==> config.mk <==
export PLATFORM = sky130hd
export DESIGN_NAME = mips_cpu_hilo_ctrl
export DESIGN_NICKNAME = d
export VERILOG_FILES = /design/src/rtl/mips_cpu_hilo_pkg.sv /design/src/rtl/mips_cpu_hilo_ctrl.sv
export SDC_FILE = /design/constraint.sdc
export NUM_CORES = 1
export LEC_CHECK = 0
export ABC_AREA = 1
export CAP_MARGIN = 0
export CORE_MARGIN = 1.5
export CORE_UTILIZATION = 42
export CTS_CLUSTER_DIAMETER = 200
export CTS_CLUSTER_SIZE = 25
export DETAILED_ROUTE_END_ITERATION = 7
export PLACE_DENSITY = 0.84
export SLEW_MARGIN = 15
export SYNTH_ARGS = -nofsm -noshare
export SYNTH_HDL_FRONTEND = slang
export SYNTH_SLANG_ARGS = --single-unit
==> constraint.sdc <==
create_clock -name clk -period 3.2 [get_ports clk]
set_input_delay 0.48 -clock clk [delete_from_list [all_inputs] [get_ports clk]]
set_output_delay 0.48 -clock clk [all_outputs]
set_load 0.05 [all_outputs]
==> src/rtl/mips_cpu_hilo_pkg.sv <==
// ---------------------------------------------------------------------------
// mips_cpu_hilo_pkg
// Shared definitions for the HI/LO multiply/divide path:
//   - funct field encodings of the HI/LO-class instructions
//   - state encoding of the CPU-side HI/LO controller
// ---------------------------------------------------------------------------
package mips_cpu_hilo_pkg;

    localparam logic [5:0] FN_MFHI  = 6'b010000;
    localparam logic [5:0] FN_MTHI  = 6'b010001;
    localparam logic [5:0] FN_MFLO  = 6'b010010;
    localparam logic [5:0] FN_MTLO  = 6'b010011;
    localparam logic [5:0] FN_MULT  = 6'b011000;
    localparam logic [5:0] FN_MULTU = 6'b011001;
    localparam logic [5:0] FN_DIV   = 6'b011010;
    localparam logic [5:0] FN_DIVU  = 6'b011011;

    typedef enum logic [2:0] {
        IDLE,
        MOVE,
        MUL,
        DIV_START,
        DIV_WAIT,
        DIV_WB
    } hilo_ctrl_state_t;

endpackage

==> src/rtl/mips_cpu_hilo_ctrl.sv <==
// ---------------------------------------------------------------------------
// mips_cpu_hilo_ctrl
// CPU-side initiator for the HI/LO multiply/divide unit. Accepts decoded
// HI/LO-class instructions, drives opcode/operands (and the divide start
// pulse) to the unit, holds the opcode for as long as the unit needs it,
// stalls the pipeline while busy and returns mfhi/mflo results.
//
// Ports
//   clk, reset      : clock, synchronous active-high reset
//   instr_valid     : decode presents a HI/LO-class instruction
//   funct           : instruction funct field
//   rs_val, rt_val  : operands (latched at acceptance)
//   stall           : pipeline must hold the current instruction
//   rd_data/rd_valid: mfhi/mflo result and its one-cycle valid pulse
//   err_timeout     : one-cycle pulse when a divide is abandoned
//   hl_opcode/hl_a/hl_b/hl_valid_in : request side to the HI/LO unit
//   hl_valid_out/hl_hi/hl_lo        : completion and HI/LO from the unit
// ---------------------------------------------------------------------------
module mips_cpu_hilo_ctrl
    import mips_cpu_hilo_pkg::*;
#(
    parameter int         MULT_CYCLES = 2,
    parameter int         DIV_TIMEOUT = 40,
    parameter logic [5:0] NOP_OPCODE  = 6'b000000
) (
    input  logic        clk,
    input  logic        reset,
    input  logic        instr_valid,
    input  logic [5:0]  funct,
    input  logic [31:0] rs_val,
    input  logic [31:0] rt_val,
    output logic        stall,
    output logic [31:0] rd_data,
    output logic        rd_valid,
    output logic        err_timeout,
    output logic [5:0]  hl_opcode,
    output logic [31:0] hl_a,
    output logic [31:0] hl_b,
    output logic        hl_valid_in,
    input  logic        hl_valid_out,
    input  logic [31:0] hl_hi,
    input  logic [31:0] hl_lo
);

    localparam int CW = (MULT_CYCLES > 1) ? $clog2(MULT_CYCLES) : 1;
    localparam int TW = $clog2(DIV_TIMEOUT + 1);

    hilo_ctrl_state_t state_q, state_d;
    logic [5:0]       hl_opcode_q, hl_opcode_d;
    logic [31:0]      hl_a_q, hl_a_d;
    logic [31:0]      hl_b_q, hl_b_d;
    logic             hl_valid_in_q, hl_valid_in_d;
    logic             stall_q, stall_d;
    logic [31:0]      rd_data_q, rd_data_d;
    logic             rd_valid_q, rd_valid_d;
    logic             err_timeout_q, err_timeout_d;
    logic [CW-1:0]    cnt_q, cnt_d;
    logic [TW-1:0]    tcnt_q, tcnt_d;

    always_comb begin
        state_d       = state_q;
        hl_opcode_d   = hl_opcode_q;
        hl_a_d        = hl_a_q;
        hl_b_d        = hl_b_q;
        hl_valid_in_d = 1'b0;
        rd_data_d     = rd_data_q;
        rd_valid_d    = 1'b0;
        err_timeout_d = 1'b0;
        cnt_d         = cnt_q;
        tcnt_d        = tcnt_q;

        case (state_q)
            IDLE: begin
                if (instr_valid) begin
                    case (funct)
                        FN_MFHI: begin
                            rd_data_d  = hl_hi;
                            rd_valid_d = 1'b1;
                        end
                        FN_MFLO: begin
                            rd_data_d  = hl_lo;
                            rd_valid_d = 1'b1;
                        end
                        FN_MTHI, FN_MTLO: begin
                            hl_opcode_d = funct;
                            hl_a_d      = rs_val;
                            state_d     = MOVE;
                        end
                        FN_MULT, FN_MULTU: begin
                            hl_opcode_d = funct;
                            hl_a_d      = rs_val;
                            hl_b_d      = rt_val;
                            cnt_d       = CW'(MULT_CYCLES - 1);
                            state_d     = MUL;
                        end
                        FN_DIV, FN_DIVU: begin
                            hl_opcode_d   = funct;
                            hl_a_d        = rs_val;
                            hl_b_d        = rt_val;
                            hl_valid_in_d = 1'b1;
                            state_d       = DIV_START;
                        end
                        default: ; // not a HI/LO instruction: ignore
                    endcase
                end
            end
            MOVE: begin
                hl_opcode_d = NOP_OPCODE;
                state_d     = IDLE;
            end
            MUL: begin
                // Opcode held until the count expires: MULT_CYCLES cycles total.
                if (cnt_q == '0) begin
                    hl_opcode_d = NOP_OPCODE;
                    state_d     = IDLE;
                end else begin
                    cnt_d = cnt_q - 1'b1;
                end
            end
            DIV_START: begin
                tcnt_d  = '0;
                state_d = DIV_WAIT;
            end
            DIV_WAIT: begin
                // Completion has priority over a coincident timeout.
                if (hl_valid_out) begin
                    state_d = DIV_WB;
                end else if (tcnt_q == TW'(DIV_TIMEOUT - 1)) begin
                    err_timeout_d = 1'b1;
                    hl_opcode_d   = NOP_OPCODE;
                    state_d       = IDLE;
                end else begin
                    tcnt_d = tcnt_q + 1'b1;
                end
            end
            DIV_WB: begin
                // Opcode stayed on the unit for one extra cycle to commit HI/LO.
                hl_opcode_d = NOP_OPCODE;
                state_d     = IDLE;
            end
            default: begin
                hl_opcode_d = NOP_OPCODE;
                state_d     = IDLE;
            end
        endcase

        stall_d = (state_d != IDLE);
    end

    always_ff @(posedge clk) begin
        if (reset) begin
            state_q       <= IDLE;
            hl_opcode_q   <= NOP_OPCODE;
            hl_a_q        <= '0;
            hl_b_q        <= '0;
            hl_valid_in_q <= 1'b0;
            stall_q       <= 1'b0;
            rd_data_q     <= '0;
            rd_valid_q    <= 1'b0;
            err_timeout_q <= 1'b0;
            cnt_q         <= '0;
            tcnt_q        <= '0;
        end else begin
            state_q       <= state_d;
            hl_opcode_q   <= hl_opcode_d;
            hl_a_q        <= hl_a_d;
            hl_b_q        <= hl_b_d;
            hl_valid_in_q <= hl_valid_in_d;
            stall_q       <= stall_d;
            rd_data_q     <= rd_data_d;
            rd_valid_q    <= rd_valid_d;
            err_timeout_q <= err_timeout_d;
            cnt_q         <= cnt_d;
            tcnt_q        <= tcnt_d;
        end
    end

    assign stall       = stall_q;
    assign rd_data     = rd_data_q;
    assign rd_valid    = rd_valid_q;
    assign err_timeout = err_timeout_q;
    assign hl_opcode   = hl_opcode_q;
    assign hl_a        = hl_a_q;
    assign hl_b        = hl_b_q;
    assign hl_valid_in = hl_valid_in_q;

endmodule

# ---- Word level (Yosys, flattened, before mapping)
# Cells that the tools add are included.
dict set report classes {
  add_sub_neg 2
  mul 0
  div 0
  magnitude_cmp 0
  eq_ne 19
  n_shift 0
  n_mux 23
  n_bitwise 4
  n_reduce_logical 19
}
# operator n
set op_table {}
lappend op_table {{$pmux 32 s2} 1}
lappend op_table {{$eq 6x5->1 const B} 8}
lappend op_table {{$mux 6} 7}
lappend op_table {{$pmux 6 s4} 1}
lappend op_table {{$reduce_and 3->1} 5}
lappend op_table {{$mux 3} 4}
lappend op_table {{$ne 2x2->1 const B} 6}
lappend op_table {{$pmux 3 s4} 1}
lappend op_table {{$pmux 6 s2} 1}
lappend op_table {{$pmux 3 s3} 1}
lappend op_table {{$reduce_or 2->1} 4}
lappend op_table {{$add 6x1->6 const B} 1}
lappend op_table {{$eq 3x2->1 const B} 2}
lappend op_table {{$eq 6x6->1 const B} 1}
lappend op_table {{$mux 1} 6}
lappend op_table {{$reduce_and 6->1} 1}
lappend op_table {{$reduce_bool 2->1} 3}
lappend op_table {{$reduce_or 3->1} 2}
lappend op_table {{$reduce_or 6->1} 1}
lappend op_table {{$not 1->1} 4}
lappend op_table {{$reduce_or 4->1} 1}
lappend op_table {{$eq 3x3->1 const B} 1}
lappend op_table {{$logic_not 3->1} 1}
lappend op_table {{$reduce_bool 3->1} 1}
lappend op_table {{3 further kinds} 3}
dict set report totals {
  register_bits 116
  latchBits 0
  ram_bits 0
  rom_bits 0
  elab_cells 78
  n_memories 0
}

# ---- Logic depth before layout (Yosys ltp)
dict set report depth {
  ltp_word 6
  mapped_depth 10
  ltp_nobuf 10
}

# ---- Least setup slack after synthesis
# No wires, ideal clock.
dict set report synth_path {
  kind {input to register}
  from {in funct[5]}
  to {reg hl_a_q[23], in the netlist hl_a[23]}
  setup_time_ns 0.132
  t_arrival_ns 1.292
  required_time_ns 3.068
  path_slack_ns 1.776
  stages 8
  n_path_buf 2
  cell_sequence {inv_1 -> nand2_1 -> nor2_1 -> nand3_4 -> buf_6 -> buf_2 -> nand3_1 -> a21oi_1}
}
dict set report synth_between {
  elab_chain_len 3
}
# item line
set synth_rtl {}
lappend synth_rtl {{from (decl)} mips_cpu_hilo_ctrl.sv:29} ;# input logic [5:0] funct,
lappend synth_rtl {{$eq 6x5->1} mips_cpu_hilo_ctrl.sv:75} ;# case (funct)
lappend synth_rtl {{$reduce_or 6->1 (no line) (*)} --}
lappend synth_rtl {{$reduce_and 3->1 (no line) (*)} --}
lappend synth_rtl {{to (signal assigned)} mips_cpu_hilo_ctrl.sv:166} ;# hl_a_q <= hl_a_d;
lappend synth_rtl {{to (decl)} mips_cpu_hilo_ctrl.sv:50} ;# logic [31:0] hl_a_q, hl_a_d;
# Every way passes the cells marked *; elsewhere a longest branch is shown, timed or not.
# A chain may end at the register's enable or synchronous reset.

# ---- Worst setup path in the final report
dict set report layout_path {
  from {reg hl_opcode_q[4], in the netlist hl_opcode[4]}
  to {out hl_opcode[4]}
}
# item line
set layout_lines {}
lappend layout_lines {{from (decl)} mips_cpu_hilo_ctrl.sv:49} ;# logic [5:0] hl_opcode_q, hl_opcode_d;
lappend layout_lines {{from (signal assigned)} mips_cpu_hilo_ctrl.sv:165} ;# hl_opcode_q <= hl_opcode_d;
lappend layout_lines {{to (decl)} mips_cpu_hilo_ctrl.sv:36} ;# output logic [5:0] hl_opcode,
# No word-level cell between the ends.

==> qor.txt <==
Core Rows = 37
final worst path period share = 67.8%
initial antenna violation count = 0
# DRC = 0
post-detail-place hpwl = 10,800 um
IO buf count = 243
Hold Fails Final Rpt = 0
Iter 0 DRT Violations = 274
Fill cells = 825
Yosys warning count = 0
area taken by multi-input logic gates = 0.00194 mm^2
fin cells = 974
core area = 0.0105 mm^2
CP Launch Type = flip-flop
Achievable Freq = 0.461 GHz
Slowest-stage cell, CP = clkdlybuf4s50_1
Critical Path End Type = output pin
final setup violating endpoints = 0
max-slew violations = 0
post_cts resized = 0
vias in the first global route = 4,767
gr ovfl total = 0
post-synthesis instance total = 595
TritonCTS clock tree = built
Setup Crit Path Kind = flip-flop to output pin
io pins = 244
Clk pwr share = 51.1%
VDD IR max = 0.307 mV
uppermost layer routed = met4
Hold-fix buffers, CTS = 0
crit-path cells = clkdlybuf4s50_1
met2 wire len = 7770 um
worst path arrival time = 1.69 ns
CTS sink count = 116
worst skew pair latency = 0.50 ns
Starting Density = 43.8%
DIE AREA = 0.0115 mm^2
pin count of the biggest net entering global routing = 59
top post-synthesis cells by area = dfxtp_1, nand2_1, a21oi_1
setup TNS = 0 ns
count leader, synth = dfxtp_1
Setup Skew = 0.0114 ns
Seq pwr share = 37.7%
clock slew at reported path FFs = 0.06 ns
Yosys top cell area share = 50.7%
via density per instance = 5.08
leading area contributor after synthesis = dfxtp_1
drt wl/cell = 15.1 um
Async SR Flop Fraction = 0%
Min Hold Slack = 0.442 ns
number of synthesized flops with an enable pin = 0
Post-synth top cells = dfxtp_1, nand2_1, nor2_1
Distinct cells, synth = 30
CTS buffer count = 17
Tot Pwr = 0.00393 W
Internal Power = 0.00298 W
post-detailed-routing wire length = 14,700 um
ys flop type = dfxtp_1
Storage cell area = 0.00232 mm^2
combinational power share = 11.2%
die width = 107 um
min Tclk post-route = 2.17 ns
P_leak = 2.93 nW
met1 wire length = 5670 um
Net Sw Frac = 24.1%
layout cells sized above 1 = 7.52%
CP max stage delay = 0.85 ns
syn avg cell area = 7.70 um^2
Post-layout nets = 964
Post-CTS Setup Bufs = 0
RSZ-0062 raised after global routing = no
Psw = 0.000946 W
CP max FO = 2
root buffer cell = clkbuf_8
Worst Path Buf+Inv = 1
GP Congestion = 0.849
DRT Pass-1 Iters = 5
HP Class = flip-flop to flip-flop
required time worst endpoint = 2.72 ns
P per Cell Area = 513 mW/mm^2
vias post-DR = 4,948
Worst Tran Pin Value = 0.724 ns
met3 WL = 1140 um
Ant. Diodes = 0
post-placement cell count = 942
Post-Syn Area = 0.00458 mm^2
GRT Total Usage = 25.0%
Top delay family on crit path = buffers and inverters
outcome = completed
area delta synth->final = 67.3%
maxcap violations = 0
H-tree levels = 4
sequential share of the synthesized area = 50.7%
Syn Nets = 734
Final ANT Viol Nets = 0
Clock Tree Buf Depth = 2
first-pass GRT wire length = 22,800 um
Max-slew headroom = 51.7%
Yosys reg bits = 116
Vert. Die Dim = 107 um
[metal layers]
metal  GRT usage (%)  vias up
met5               0        -
met4            6.20        0
met3            7.81        9
met2            45.4      184
met1            28.4     2298
li1                -     2457
[layout make-up]
| cell class | instances | share of cell area [%] |
|---|---|---|
| repair buffers | 251 | 32.5 |
| inverters | 29 | 1.42 |
| clock inverters | 15 | 2.86 |
| well taps | 136 | 2.22 |
| clock buffers | 17 | 5.40 |
| flip-flops and latches | 116 | 30.3 |
| multi-input cells | 410 | 25.3 |
[cell families after synthesis]
| logic type | count (synthesis) | synth area share, % |
|---|---|---|
| simple gates | 244 | 22.9 |
| fa+ha+maj | 1 | 0.273 |
| flops | 116 | 50.7 |
| buf+inv | 69 | 6.99 |
| xor+xnor | 2 | 0.382 |
| compound gates | 163 | 18.8 |
[final timing paths]
check | startpoint | endpoint | slack [ns] | depth (start not counted)
setup reg to reg | state_q[0]$_SDFF_PP0_ | hl_b[25]$_SDFFE_PP0P_ | 1.29 | 8
hold reg to reg | hl_opcode[2]$_SDFFE_PP0P_ | hl_opcode[2]$_SDFFE_PP0P_ | 0.44 | 2
hold / removal | hl_opcode[2]$_SDFFE_PP0P_ | hl_opcode[2]$_SDFFE_PP0P_ | 0.44 | 2
setup / recovery | hl_opcode[4]$_SDFFE_PP0P_ | hl_opcode[4] | 1.03 | 1
[power groups by stage]
stage | Combinational, W | Clock, W | Sequential (W)
after floorplan | 0.000107 | 0 | 0.00160
after global placement | 0.000429 | 0 | 0.00151
after detailed placement | 0.000437 | 0 | 0.00151
after CTS | 0.000439 | 0.00203 | 0.00148
final | 0.000438 | 0.00201 | 0.00148
after global routing | 0.000465 | 0.00210 | 0.00148
[flip-flops by register name, indices dropped and copies added (netlist names)]
name / cells
hl_opcode: 6
err_timeout: 1
hl_valid_in: 1
hl_b: 32
hl_a: 32
rd_data: 32
stall: 1
rd_valid: 1
state_q: 3
tcnt_q: 6
cnt_q: 1
[per-stage QoR]
stage / worst slack [ns] / cell area [um^2] / util [%]
after floorplan: 1.78 / 4580 / -
after global placement: 0.737 / 7030 / 67.2
after detailed placement: 0.623 / 7030 / 67.2
after CTS: 1.01 / 7670 / 73.3
after global routing: 0.969 / 7670 / 73.3
final: 1.03 / 7670 / 73.3
[placed cells by master (no fill, tap or decap)]
cell type,n
a21oi_1,68
a21oi_2,1
a31oi_1,1
buf_4,8
bufinv_16,4
clkbuf_16,16
clkbuf_8,1
clkdlybuf4s50_1,243
clkinv_1,1
clkinv_4,6
dfxtp_1,116
ha_1,1
inv_1,20
inv_2,8
inv_6,4
inv_8,1
nand2_1,97
nand2_2,6
nand3_1,42
nand3_2,1
nand3_4,1
nand4_1,3
nor2_1,85
nor2_2,3
nor2_4,3
nor3_1,1
nor3b_1,1
nor4_1,1
o21ai_0,35
o21ai_1,26
o22ai_1,32
xnor2_1,1
xor2_1,1
Power figures use the tool's default switching activity.
